## src/rtl/scm_pkg.sv

```systemverilog
// Shared definitions for the scm65 March BIST: default geometry, March state
// encoding and the element/data-polarity helpers used by the sequencer.
package scm_pkg;

  localparam int          SCM_ADDR_WIDTH = 6;
  localparam int          SCM_DATA_WIDTH = 32;
  localparam int          SCM_RD_LAT     = 1;
  localparam logic [31:0] SCM_PATTERN    = 32'h5555_5555;

  typedef enum logic [3:0] {
    ST_IDLE  = 4'd0,
    ST_M0    = 4'd1,
    ST_M1_RD = 4'd2,
    ST_M1_WR = 4'd3,
    ST_M2_RD = 4'd4,
    ST_M2_WR = 4'd5,
    ST_M3    = 4'd6,
    ST_DRAIN = 4'd7,
    ST_DONE  = 4'd8
  } march_state_e;

  typedef enum logic [1:0] {
    EL_M0 = 2'd0,
    EL_M1 = 2'd1,
    EL_M2 = 2'd2,
    EL_M3 = 2'd3
  } march_elem_e;

  function automatic march_elem_e state_elem(input march_state_e st);
    case (st)
      ST_M1_RD, ST_M1_WR: return EL_M1;
      ST_M2_RD, ST_M2_WR: return EL_M2;
      ST_M3:              return EL_M3;
      default:            return EL_M0;
    endcase
  endfunction

  function automatic logic state_is_rd(input march_state_e st);
    return (st == ST_M1_RD) || (st == ST_M2_RD) || (st == ST_M3);
  endfunction

  function automatic logic state_is_wr(input march_state_e st);
    return (st == ST_M0) || (st == ST_M1_WR) || (st == ST_M2_WR);
  endfunction

  // M2 reads the inverse background; M1 writes it.
  function automatic logic elem_rd_inv(input march_elem_e el);
    return (el == EL_M2);
  endfunction

  function automatic logic elem_wr_inv(input march_elem_e el);
    return (el == EL_M1);
  endfunction

endpackage

```

## src/rtl/scm_bist_cmp.sv

```systemverilog
// Read-compare pipeline for the March BIST: tracks each issued read for RD_LAT
// cycles, compares it against mem_dout and accumulates pass/fail_addr/fail_count.
module scm_bist_cmp
  import scm_pkg::*;
#(
  parameter int ADDR_WIDTH = SCM_ADDR_WIDTH,
  parameter int DATA_WIDTH = SCM_DATA_WIDTH,
  parameter int RD_LAT     = SCM_RD_LAT
) (
  input  logic                  clk,
  input  logic                  rst,
  input  logic                  clr,
  input  logic                  rd_valid,
  input  logic [ADDR_WIDTH-1:0] rd_addr,
  input  logic [DATA_WIDTH-1:0] rd_exp,
  input  logic [DATA_WIDTH-1:0] mem_dout,
  output logic                  pass,
  output logic [ADDR_WIDTH-1:0] fail_addr,
  output logic [7:0]            fail_count
);

  logic [RD_LAT-1:0]     vld_r;
  logic [DATA_WIDTH-1:0] exp_r [RD_LAT];
  logic [ADDR_WIDTH-1:0] adr_r [RD_LAT];
  logic                  mismatch_s;

  // Delay line aligning each issued read with its mem_dout
  always_ff @(posedge clk or posedge rst) begin
    if (rst) begin
      vld_r <= {RD_LAT{1'b0}};
      for (int i = 0; i < RD_LAT; i++) begin
        exp_r[i] <= {DATA_WIDTH{1'b0}};
        adr_r[i] <= {ADDR_WIDTH{1'b0}};
      end
    end else begin
      vld_r[0] <= rd_valid;
      exp_r[0] <= rd_exp;
      adr_r[0] <= rd_addr;
      for (int i = 1; i < RD_LAT; i++) begin
        vld_r[i] <= vld_r[i-1];
        exp_r[i] <= exp_r[i-1];
        adr_r[i] <= adr_r[i-1];
      end
    end
  end

  // Full-width compare at pipeline exit
  always_comb begin
    mismatch_s = 1'b0;
    if (vld_r[RD_LAT-1]) begin
      mismatch_s = (mem_dout != exp_r[RD_LAT-1]);
    end else begin
      mismatch_s = 1'b0;
    end
  end

  // Result registers: cleared by an accepted start, first failing address kept
  always_ff @(posedge clk or posedge rst) begin
    if (rst) begin
      pass       <= 1'b0;
      fail_addr  <= {ADDR_WIDTH{1'b0}};
      fail_count <= 8'd0;
    end else if (clr) begin
      pass       <= 1'b1;
      fail_addr  <= {ADDR_WIDTH{1'b0}};
      fail_count <= 8'd0;
    end else if (mismatch_s) begin
      pass <= 1'b0;
      if (fail_count == 8'd0) begin
        fail_addr <= adr_r[RD_LAT-1];
      end
      if (fail_count != 8'hFF) begin
        fail_count <= fail_count + 8'd1;
      end
    end
  end

endmodule

```

## src/rtl/scm_march_bist.sv

```systemverilog
// March BIST initiator for one scm65 instance: sequences M0..M3 over the whole
// array with registered memory-side outputs and reports through scm_bist_cmp.
module scm_march_bist
  import scm_pkg::*;
#(
  parameter int          ADDR_WIDTH = SCM_ADDR_WIDTH,
  parameter int          DATA_WIDTH = SCM_DATA_WIDTH,
  parameter int          RD_LAT     = SCM_RD_LAT,
  parameter logic [31:0] PATTERN    = SCM_PATTERN
) (
  input  logic                  clk,
  input  logic                  rst,
  input  logic                  start,
  output logic                  busy,
  output logic                  done,
  output logic                  pass,
  output logic [ADDR_WIDTH-1:0] fail_addr,
  output logic [7:0]            fail_count,
  output logic                  mem_we,
  output logic [ADDR_WIDTH-1:0] mem_waddr,
  output logic [DATA_WIDTH-1:0] mem_din,
  output logic                  mem_re,
  output logic [ADDR_WIDTH-1:0] mem_raddr,
  input  logic [DATA_WIDTH-1:0] mem_dout
);

  localparam logic [DATA_WIDTH-1:0] PAT        = DATA_WIDTH'(PATTERN);
  localparam logic [ADDR_WIDTH-1:0] ADDR_ZERO  = {ADDR_WIDTH{1'b0}};
  localparam logic [ADDR_WIDTH-1:0] ADDR_ONE   = ADDR_WIDTH'(1);
  localparam logic [ADDR_WIDTH-1:0] ADDR_MAX   = {ADDR_WIDTH{1'b1}};
  localparam logic [7:0]            DRAIN_LAST = 8'(RD_LAT - 1);

  march_state_e          state_r, state_s;
  march_elem_e           elem_s;
  logic [ADDR_WIDTH-1:0] addr_r, addr_s;
  logic [7:0]            drain_r, drain_s;
  logic [DATA_WIDTH-1:0] exp_r, exp_s;
  logic                  we_s, re_s, busy_s, done_s, clr_s;
  logic [ADDR_WIDTH-1:0] waddr_s, raddr_s;
  logic [DATA_WIDTH-1:0] din_s;

  // Next state and address counter; wrap happens only at element changes
  always_comb begin
    state_s = state_r;
    addr_s  = addr_r;
    drain_s = drain_r;
    case (state_r)
      ST_IDLE: begin
        if (start) begin
          state_s = ST_M0;
          addr_s  = ADDR_ZERO;
        end else begin
          state_s = ST_IDLE;
        end
      end
      ST_M0: begin
        if (addr_r == ADDR_MAX) begin
          state_s = ST_M1_RD;
          addr_s  = ADDR_ZERO;
        end else begin
          addr_s = addr_r + ADDR_ONE;
        end
      end
      ST_M1_RD: state_s = ST_M1_WR;
      ST_M1_WR: begin
        if (addr_r == ADDR_MAX) begin
          state_s = ST_M2_RD;
          addr_s  = ADDR_MAX;
        end else begin
          state_s = ST_M1_RD;
          addr_s  = addr_r + ADDR_ONE;
        end
      end
      ST_M2_RD: state_s = ST_M2_WR;
      ST_M2_WR: begin
        if (addr_r == ADDR_ZERO) begin
          state_s = ST_M3;
          addr_s  = ADDR_MAX;
        end else begin
          state_s = ST_M2_RD;
          addr_s  = addr_r - ADDR_ONE;
        end
      end
      ST_M3: begin
        if (addr_r == ADDR_ZERO) begin
          state_s = ST_DRAIN;
          drain_s = 8'd0;
        end else begin
          addr_s = addr_r - ADDR_ONE;
        end
      end
      ST_DRAIN: begin
        if (drain_r == DRAIN_LAST) begin
          state_s = ST_DONE;
        end else begin
          drain_s = drain_r + 8'd1;
        end
      end
      ST_DONE: state_s = ST_IDLE;
      default: state_s = ST_IDLE;
    endcase
  end

  // Memory-side values for the state being entered, so they register with it
  always_comb begin
    elem_s  = state_elem(state_s);
    we_s    = state_is_wr(state_s);
    re_s    = state_is_rd(state_s);
    busy_s  = (state_s != ST_IDLE) && (state_s != ST_DONE);
    done_s  = (state_s == ST_DONE);
    clr_s   = (state_r == ST_IDLE) && start;
    waddr_s = mem_waddr;
    din_s   = mem_din;
    raddr_s = mem_raddr;
    exp_s   = exp_r;
    if (we_s) begin
      waddr_s = addr_s;
      din_s   = elem_wr_inv(elem_s) ? ~PAT : PAT;
    end else begin
      waddr_s = mem_waddr;
    end
    if (re_s) begin
      raddr_s = addr_s;
      exp_s   = elem_rd_inv(elem_s) ? ~PAT : PAT;
    end else begin
      raddr_s = mem_raddr;
    end
  end

  // State, counters and registered outputs
  always_ff @(posedge clk or posedge rst) begin
    if (rst) begin
      state_r   <= ST_IDLE;
      addr_r    <= ADDR_ZERO;
      drain_r   <= 8'd0;
      exp_r     <= {DATA_WIDTH{1'b0}};
      busy      <= 1'b0;
      done      <= 1'b0;
      mem_we    <= 1'b0;
      mem_waddr <= ADDR_ZERO;
      mem_din   <= {DATA_WIDTH{1'b0}};
      mem_re    <= 1'b0;
      mem_raddr <= ADDR_ZERO;
    end else begin
      state_r   <= state_s;
      addr_r    <= addr_s;
      drain_r   <= drain_s;
      exp_r     <= exp_s;
      busy      <= busy_s;
      done      <= done_s;
      mem_we    <= we_s;
      mem_waddr <= waddr_s;
      mem_din   <= din_s;
      mem_re    <= re_s;
      mem_raddr <= raddr_s;
    end
  end

  scm_bist_cmp #(
    .ADDR_WIDTH(ADDR_WIDTH),
    .DATA_WIDTH(DATA_WIDTH),
    .RD_LAT    (RD_LAT)
  ) u_cmp (
    .clk       (clk),
    .rst       (rst),
    .clr       (clr_s),
    .rd_valid  (mem_re),
    .rd_addr   (mem_raddr),
    .rd_exp    (exp_r),
    .mem_dout  (mem_dout),
    .pass      (pass),
    .fail_addr (fail_addr),
    .fail_count(fail_count)
  );

endmodule

```

## config.mk

```make
export PLATFORM = sky130hd
export DESIGN_NAME = scm_march_bist
export DESIGN_NICKNAME = d
export VERILOG_FILES = /design/src/rtl/scm_pkg.sv /design/src/rtl/scm_bist_cmp.sv /design/src/rtl/scm_march_bist.sv
export SDC_FILE = /design/constraint.sdc
export NUM_CORES = 1
export LEC_CHECK = 0
export ABC_CLOCK_PERIOD_IN_PS = 3500
export CAP_MARGIN = 40
export CORE_ASPECT_RATIO = 1.4
export CORE_MARGIN = 3
export CORE_UTILIZATION = 31
export CTS_CLUSTER_DIAMETER = 80
export DETAILED_ROUTE_END_ITERATION = 16
export PLACE_DENSITY = 0.55
export RECOVER_POWER = 25
export SKIP_LAST_GASP = 1
export SLEW_MARGIN = 20
export SYNTH_ARGS = -nofsm -noshare
export SYNTH_HDL_FRONTEND = slang
export SYNTH_SLANG_ARGS = --single-unit
export TNS_END_PERCENT = 30
```

## constraint.sdc

```tcl
create_clock -name clk -period 3.5 [get_ports clk]
set_clock_uncertainty 0.2 [all_clocks]
set_input_delay 0.7 -clock clk [delete_from_list [all_inputs] [get_ports clk]]
set_output_delay 0.7 -clock clk [all_outputs]
set_load 0.02 [all_outputs]
```

==> metrics, run 1 <==
worst slew pin tran 0.986 ns; mapped cell area 3580 sq um; DRC errors left 0; nets@finish 474; worst hold path stage count 0; Post-synth EDFFs 0; Placed Cells incl. Taps 562; setup TNS 0 ns; dominant synthesized flop cell dfrtp_1; RSZ-0062 raised after global routing false; routed vias/inst 4.99; fin crit share 86.9%; initial core utilization 32.4%; CTS Hold Bufs 0; grt ovf 0; hpwl dp 6700 um; width of the chip 96.8 um; Setup WS pre-CTS 0.461 ns; global routing's busiest layer met2; Hold Crit Class flop to flop; Compound-Gate Fraction of Synth Area 14.5%; Final Setup Violations 0; min cycle time layout 3.04 ns; met3 usage 4.24%; Ys Warns 0; Clk pin slew, worst setup/hold paths 0.05 ns; met2 Usage GRT 24.3%; clk buf depth 2; detailed-route via count 2884; FF-to-FF setup slack 0.46 ns; vias in the first global route 2928; port bufs 97; crit path kind flop to flop; Req. time, crit path 3.51 ns; post-synthesis sequential area ratio 43.3%; met1 Use GR 15.9%; Peak VDD IR 0.218 mV; CP arrival 3.06 ns; Ant. Diodes 0; GP Congestion 0.853; Post-Syn Nets 406; asr flop ratio synth 100%; adder-cell share of the synthesized area 2.45%; xor and xnor area share after synthesis 1.71%; outcome finished, final reports clean; pin count of the biggest net entering global routing 38; Die Span Y 133 um; syn avg cell area 9.83 sq um; Setup Fix Bufs, Post-CTS 0; Resize count post-CTS 0; FF-to-FF path depth 8; TritonCTS clock tree built; share of layout cells above drive strength 1 13.3%; Final Instance Count excl. Fillers 578; final WL 8780 um; global-route wire length before repair 14700 um; PD cells 337 nW/um^2; Hold Startpoint exp_r[30]; largest family of logic cells by synthesized area simple AND/OR/NAND/NOR gates; endpoints failing hold 0; H-tree depth 3; CP Capture Type flop; TritonCTS Buffers 9; mux cell area share after synthesis 5.70%; layout overhead on the synthesized area 31.6%; # rows 45; Rel. slew slack 34.2%; number of library cell types mapped by synthesis 73; WHS Endpoint u_cmp.exp_r[30]; crit-path max FO 7; clock latency on the worst-skew pair 0.33 ns; max cap viols 0; crit start category flop; First-pass DRT Iterations 4; Leak 1.96 nW; Placed Area 4450 sq um; fmax 329 MHz; Core Region 11000 sq um; Clock Root Buffer clkbuf_16; clock sinks 62; antenna violations before repair 0; Final Cell Area 4710 sq um; Initial DRC Count 142; Final Max Tran Viols 0; Reg2Reg Launch Point addr_r[0]; final worst setup slack 0.458 ns; reg2reg end mem_raddr[3]; synthesized flop and latch total 62; ANT nets after route 0; drt wl/cell 15.2 um; die area 12900 sq um; Post-Synth Simple-Gate Area 21.7%; Total GRT Usage 13.9%; Syn Inst Count 364; IO Count 98
==> routing by layer <==
layer	share of wire [%]	vias up
met5	0	-
met4	1.7	0
met3	3.8	12
met2	53	58
met1	41	1379
li1	-	1435
==> flip-flops by register name (all words and copies together), names as in the netlist, 4 cells and up <==
| register | cells |
|---|---|
| drain_r | 8 |
| u_cmp.fail_count | 8 |
| addr_r | 6 |
| mem_raddr | 6 |
| mem_waddr | 6 |
| u_cmp.adr_r | 6 |
| u_cmp.fail_addr | 6 |
| state_r | 4 |
==> cell usage in the layout, fill, tap and decap left out, types with 2 or more instances in the layout <==
cell type and n:
nand2_1 30, mux2i_1 2, or3_1 8, nand4_1 11, inv_2 2, nor3_1 9, buf_4 2, nor2_1 18
and3_1 6, dfrtp_1 62, nand2b_1 2, nand3_1 13, o22ai_1 2, nor4_1 5, o211ai_1 3, o21a_1 3
o31ai_1 5, mux2_4 7, a31oi_1 3, mux2_2 7, and2_1 2, nor2b_1 5, ha_1 7, xnor2_1 2
clkbuf_16 9, a22o_1 2, xor2_1 5, o21ai_0 17, nor4b_1 2, clkdlybuf4s50_1 96, inv_1 14, or2_2 3
and3_2 2, or4b_4 2, clkinv_2 2, clkinv_4 2, or4_1 6, a21oi_1 19
==> through the flow <==
step / util [%] / total power, mW / hold WS (ns)
after floorplan: - / 0.745 / 0.154
after global placement: 40.3 / 0.794 / 0.163
after detailed placement: 40.3 / 0.794 / 0.161
after CTS: 42.8 / 1.62 / 0.174
after global routing: 42.7 / 1.66 / 0.184
final: 42.7 / 1.59 / 0.174
==> worst max-delay path, cell delays in order, from the launching register on <==
cell and delay [ns]:
dfrtp_1 0.45, inv_1 0.09, ha_1 0.21, nor4b_1 0.50, a21boi_0 0.18, o21ai_0 0.59
a31oi_1 0.08, a221o_2 0.35, mux2_4 0.27
==> synthesized netlist by cell type, types with 6 or more instances <==
library cell | n | area [sq um]
nand4_1 | 11 | 68.8
dfrtp_1 | 62 | 1550
or3_1 | 8 | 50.1
mux2_4 | 7 | 105
o21ai_0 | 17 | 85.1
ha_1 | 7 | 87.6
nor3_1 | 9 | 45.0
nand3_1 | 13 | 65.1
or4_1 | 6 | 45.0
nor2_1 | 18 | 67.6
nand2_1 | 30 | 113
mux2_2 | 7 | 78.8
a21oi_1 | 19 | 95.1
and3_1 | 6 | 37.5
buf_4 | 31 | 233
inv_1 | 14 | 52.6
==> report_power, final <==
group          leakage (nW)  internal, mW  switching [mW]
combinational          1.08        0.0360          0.0243
sequential            0.748         0.718   0.00000000460
clock                 0.135         0.497           0.315
==> layout make-up <==
| cell class | count | area, sq um |
|---|---|---|
| Fill cell | 1075 | 6320 |
| Multi-Input combinational cell | 242 | 1650 |
| Sequential cell | 62 | 1550 |
| Timing Repair Buffer | 101 | 995 |
| Clock buffer | 11 | 243 |
| Tap cell | 141 | 176 |
| Inverter | 16 | 60.1 |
| Clock inverter | 5 | 35.0 |
==> logic make-up (layout without fill, tap and decap cells) <==
group / count (synthesis) / in the layout
buf+inv: 60 / 133
flops: 62 / 62
xor+xnor: 7 / 7
simple gates: 137 / 137
fa+ha+maj: 7 / 7
mux: 16 / 16
compound gates: 75 / 75
==> worst max-delay path by stage <==
| stage | from | to | slack, ns | depth (start not counted) |
|---|---|---|---|---|
| floorplan | addr_r[0] | mem_raddr[0] | 0.84 | 9 |
| global placement | mem_dout[21] | u_cmp.fail_count[7] | 0.51 | 7 |
| detailed placement | mem_dout[21] | u_cmp.fail_count[7] | 0.46 | 7 |
| CTS | addr_r[0] | mem_raddr[3] | 0.48 | 8 |
| global route | addr_r[0] | mem_raddr[3] | 0.16 | 8 |
| finish | addr_r[0] | mem_raddr[3] | 0.46 | 8 |
No activity file was read; power rests on OpenSTA's default activity.
==> run 2: changes to the inputs <==
--- a/config.mk
+++ b/config.mk
@@ -14,6 +14,7 @@
 export DETAILED_ROUTE_END_ITERATION = 16
 export PLACE_DENSITY = 0.55
 export RECOVER_POWER = 25
+export SETUP_SLACK_MARGIN = 0.5
 export SKIP_LAST_GASP = 1
 export SLEW_MARGIN = 20
 export SYNTH_ARGS = -nofsm -noshare
==> run 2 against run 1 <==
  * Combinational power is essentially flat
  * Maximum frequency rose by 5.6%
  * Utilization increased by 0.091 points
  * Sequential cell count stayed put
  * Clock power about the same
  * Non-clock buffer count stayed put
  * Critical endpoint is now mem_raddr[0]
  * Largest power group unchanged
  * Highest routed layer unchanged
==> metrics, run 2 (same netlist as run 1, synthesis figures left out) <==
Final Setup Violations 0; most frequent cells in the layout clkdlybuf4s50_1 (96), dfrtp_1 (61), nand2_1 (30), a21oi_1 (19), nor2_1 (18); min cycle time layout 2.88 ns; crit path launch addr_r[1]; FF-to-FF setup slack 0.62 ns; TritonCTS Buffers 9; Ant. Diodes 0; drt wl/cell 15.2 um; layout overhead on the synthesized area 31.9%; Core Region 11000 sq um; Placed Cells incl. Taps 562; Clock Root Buffer clkbuf_16; max cap viols 0; final WL 8800 um; crit start category flop; GP Congestion 0.853; detailed-route via count 2887; hpwl dp 6700 um; Clk pin slew, worst setup/hold paths 0.06 ns; die area 12900 sq um; crit path kind flop to flop; initial core utilization 32.4%; final worst setup slack 0.618 ns; worst slew pin tran 0.986 ns; crit-path max FO 5; share of layout cells above drive strength 1 14.0%; fin crit share 82.3%; PD cells 337 nW/um^2; CP arrival 2.90 ns; port bufs 97; clock sinks 62; Finished Core Util 42.8%; width of the chip 96.8 um; hold slack final 0.174 ns; Leak 1.96 nW; grt ovf 0; Final Instance Count excl. Fillers 578; Peak VDD IR 0.220 mV; Final Cell Area 4720 sq um; setup TNS 0 ns; Die Span Y 133 um; pin count of the biggest net entering global routing 38; Hold Startpoint exp_r[30]; Rel. slew slack 34.2%; H-tree depth 3; Final Max Tran Viols 0; clk buf depth 2; CP Capture Type flop; Setup WS pre-CTS 0.461 ns; clock latency on the worst-skew pair 0.33 ns; ANT nets after route 0; Initial DRC Count 154; endpoints failing hold 0; nets@finish 474; Reg2Reg Launch Point addr_r[1]; IO Count 98; Pwr Total 1.59 mW; fmax 347 MHz; First-pass DRT Iterations 4; # rows 45; Total GRT Usage 13.9%; global-route wire length before repair 14700 um; DRC errors left 0; TritonCTS clock tree built; RSZ-0062 raised after global routing false; Hold Crit Class flop to flop; Placed Area 4450 sq um; Largest regs drain_r x8, u_cmp.fail_count x8; routed vias/inst 4.99; most common cell after layout, fill and taps aside clkdlybuf4s50_1; vias in the first global route 2928; antenna violations before repair 0; Req. time, crit path 3.51 ns; Setup Fix Bufs, Post-CTS 0; outcome finished, final reports clean
-- run 2: cell counts in the layout (fill, tap and decap cells not counted) --
Identical to the previous run, type by type.
-- run 2: worst paths after layout --
check                      cells past startpoint                  end
hold reg to reg                                0      u_cmp.exp_r[30]
hold / removal                                 0      u_cmp.exp_r[30]
setup reg to reg                               9         mem_raddr[0]
min in group asynchronous                      2  u_cmp.fail_count[6]
max in group asynchronous                      3            addr_r[0]
setup / recovery                               9         mem_raddr[0]
-- run 2: final cells by class --
class	count	area, sq um
Clock buffer	11	243
Tap cell	141	176
Timing Repair Buffer	101	995
Fill cell	1073	6310
Inverter	16	60.1
Sequential cell	62	1550
Multi-Input combinational cell	242	1660
Clock inverter	5	35.0
-- run 2: metal layers --
| layer | up-vias | share of wire (%) | track usage, % | wire, um |
|---|---|---|---|---|
| met1 | 1386 | 41 | 15.9 | 3630 |
| met4 | 0 | 1.7 | 5.07 | 152 |
| met5 | - | 0 | 0 | 0 |
| met2 | 54 | 53 | 24.3 | 4680 |
| met3 | 11 | 3.8 | 4.24 | 331 |
| li1 | 1436 | - | - | - |
-- run 2: report_power, final --
group          switching (mW)  leakage [nW]  internal (mW)
Clock                   0.316         0.135          0.497
Combinational          0.0243          1.07         0.0360
Sequential      0.00000000460         0.748          0.718
-- run 2: what timing repair did --
item                       CTS  global route
setup endpoints to repair    3            10
pin swaps                    0             0
gates resized for setup      1             3
hold buffers                 0             0
-- run 2: critical path: stages, from the launching register on --
cell and delay, ns:
dfrtp_1 0.45, inv_1 0.09, ha_2 0.20, or4b_4 0.49, nor2_4 0.16, inv_1 0.07
ha_1 0.27, a22o_1 0.20, a221o_1 0.35, mux2_4 0.28
==> run 3: changes to the inputs <==
--- a/config.mk
+++ b/config.mk
@@ -5,14 +5,14 @@
 export SDC_FILE = /design/constraint.sdc
 export NUM_CORES = 1
 export LEC_CHECK = 0
-export ABC_CLOCK_PERIOD_IN_PS = 3500
+export ABC_CLOCK_PERIOD_IN_PS = 2400
 export CAP_MARGIN = 40
 export CORE_ASPECT_RATIO = 1.4
 export CORE_MARGIN = 3
 export CORE_UTILIZATION = 31
 export CTS_CLUSTER_DIAMETER = 80
 export DETAILED_ROUTE_END_ITERATION = 16
-export PLACE_DENSITY = 0.55
+export PLACE_DENSITY = 0.57
 export RECOVER_POWER = 25
 export SETUP_SLACK_MARGIN = 0.5
 export SKIP_LAST_GASP = 1
==> constraint.sdc (replaced) <==
create_clock -name clk -period 2.4 [get_ports clk]
set_clock_uncertainty 0.2 [all_clocks]
set_input_delay 0.48 -clock clk [delete_from_list [all_inputs] [get_ports clk]]
set_output_delay 0.48 -clock clk [all_outputs]
set_load 0.02 [all_outputs]
==> run 3 against run 2 <==
  * The run now ends with setup timing left
  * Clock power increased by 81%
  * Global-route usage up 0.41 points
  * Utilization up 6.9 points
  * Register-to-register slack worse by 0.88 ns
  * Cell area increased by 16%
  * Non-clock buffer count increased by 49
  * Power rose by 63%
==> metrics, run 3 (same netlist as run 1, synthesis figures left out) <==
failing checks setup timing; nets@finish 523; fmax 376 MHz; Final Max Tran Viols 0; CP dominant cell by count mux2_4; Crit path largest cell delay 0.48 ns; vias in the first global route 3160; setup TNS -2.68 ns; Req. time, crit path 2.41 ns; crit-path max FO 7; Ant. Diodes 0; Final Setup Violations 13; outcome finished with violations; hold slack final 0.171 ns; antenna violations before repair 0; Die Span Y 133 um; worst slew pin tran 0.646 ns; Setup WS pre-CTS -0.368 ns; critical path, cell by cell inv_2, ha_4, or4b_4, nor2_4, buf_6, a31oi_4, o221a_4, mux2_4, mux2_4; global-route wire length before repair 15300 um; PD cells 473 nW/um^2; final worst setup slack -0.258 ns; detailed-route via count 3136; clk buf depth 2; TritonCTS Buffers 9; Final Instance Count excl. Fillers 626; IO Count 98; Hold Crit Class flop to flop; Clock Root Buffer clkbuf_16; # rows 45; final WL 9180 um; port bufs 97; TritonCTS clock tree built; routed vias/inst 5.01; crit path kind flop to flop; RSZ-0062 raised after global routing true; Largest regs drain_r x8, u_cmp.fail_count x8; Total GRT Usage 14.3%; CTS Hold Bufs 0; Placed Cells incl. Taps 598; crit start category flop; die area 12900 sq um; grt ovf 0; most common cell after layout, fill and taps aside clkdlybuf4s50_1; share of layout cells above drive strength 1 30.5%; CP Capture Type flop; hpwl dp 7010 um; ANT nets after route 0; Rel. slew slack 56.7%; width of the chip 96.8 um; First-pass DRT Iterations 4; drt wl/cell 14.7 um; initial core utilization 32.4%; CP arrival 2.67 ns; max cap viols 0; layout overhead on the synthesized area 53.2%; Leak 2.33 nW; Initial DRC Count 166; min cycle time layout 2.66 ns; Peak VDD IR 0.296 mV; H-tree depth 3; CP max stage cell or4b_4; Finished Core Util 49.7%; most frequent cells in the layout clkdlybuf4s50_1 (59), dfrtp_1 (56), buf_4 (41), nand2_1 (28), nor2_1 (18); Clk pin slew, worst setup/hold paths 0.05 ns; clock latency on the worst-skew pair 0.33 ns; DRC errors left 0; endpoints failing hold 0; pin count of the biggest net entering global routing 48; fin crit share 111%; clock sinks 62; GP Congestion 0.829; Core Region 11000 sq um
==> run 3: worst paths after layout <==
kind                            slack (ns)      start  cells past startpoint             end
worst max-delay path                 -0.26  addr_r[1]                      9    mem_raddr[2]
worst min-delay path                  0.17     mem_re                      0     u_cmp.vld_r
worst max register to register       -0.26  addr_r[1]                      9    mem_raddr[2]
worst min register to register        0.17     mem_re                      0     u_cmp.vld_r
max in group asynchronous             0.43        rst                      3     mem_din[30]
min in group asynchronous             0.46        rst                      2  u_cmp.adr_r[0]
==> run 3: cell type report <==
class | count | area [sq um]
Fill cell | 1030 | 5550
Multi-Input combinational cell | 242 | 1930
Sequential cell | 62 | 1560
Timing Repair Buffer | 150 | 1420
Clock buffer | 11 | 243
Tap cell | 141 | 176
Clock inverter | 4 | 95.1
Inverter | 16 | 68.8
==> run 3: power by group <==
part | total, mW | internal (mW) | leakage, nW | switching, mW
logic | 0.0755 | 0.0396 | 1.42 | 0.0359
registers | 1.05 | 1.05 | 0.744 | 0.00000000679
clock network | 1.47 | 1.03 | 0.166 | 0.440
==> run 3: what timing repair did <==
item,4_1_cts,5_1_grt
pin swaps,30,16
setup endpoints to repair,114,114
gates resized for setup,70,34
buffers inserted,9,4
==> run 3: stage by stage <==
stage	power [mW]	cell area (sq um)
6_report	2.60	5480
5_1_grt	2.69	5480
4_1_cts	2.63	5340
3_5_place_dp	1.16	4850
3_3_place_gp	1.16	4850
2_1_floorplan	1.09	3700
==> run 3: worst max-delay path: cells and delay by family (launching register included) <==
kind                       cells  cell delay [ns]
buffers and inverters          2             0.21
adders and majority gates      1             0.13
and+or+nand+nor                2             0.62
muxes                          2             0.70
DFF                            1             0.39
AOI/OAI and AO/OA              2             0.30
==> run 3: layer usage <==
metal  part of all wire [%]  track usage [%]
met2                     53             25.8
met3                    3.4             3.14
met5                      0                0
met4                    3.0             6.48
met1                     40             16.0
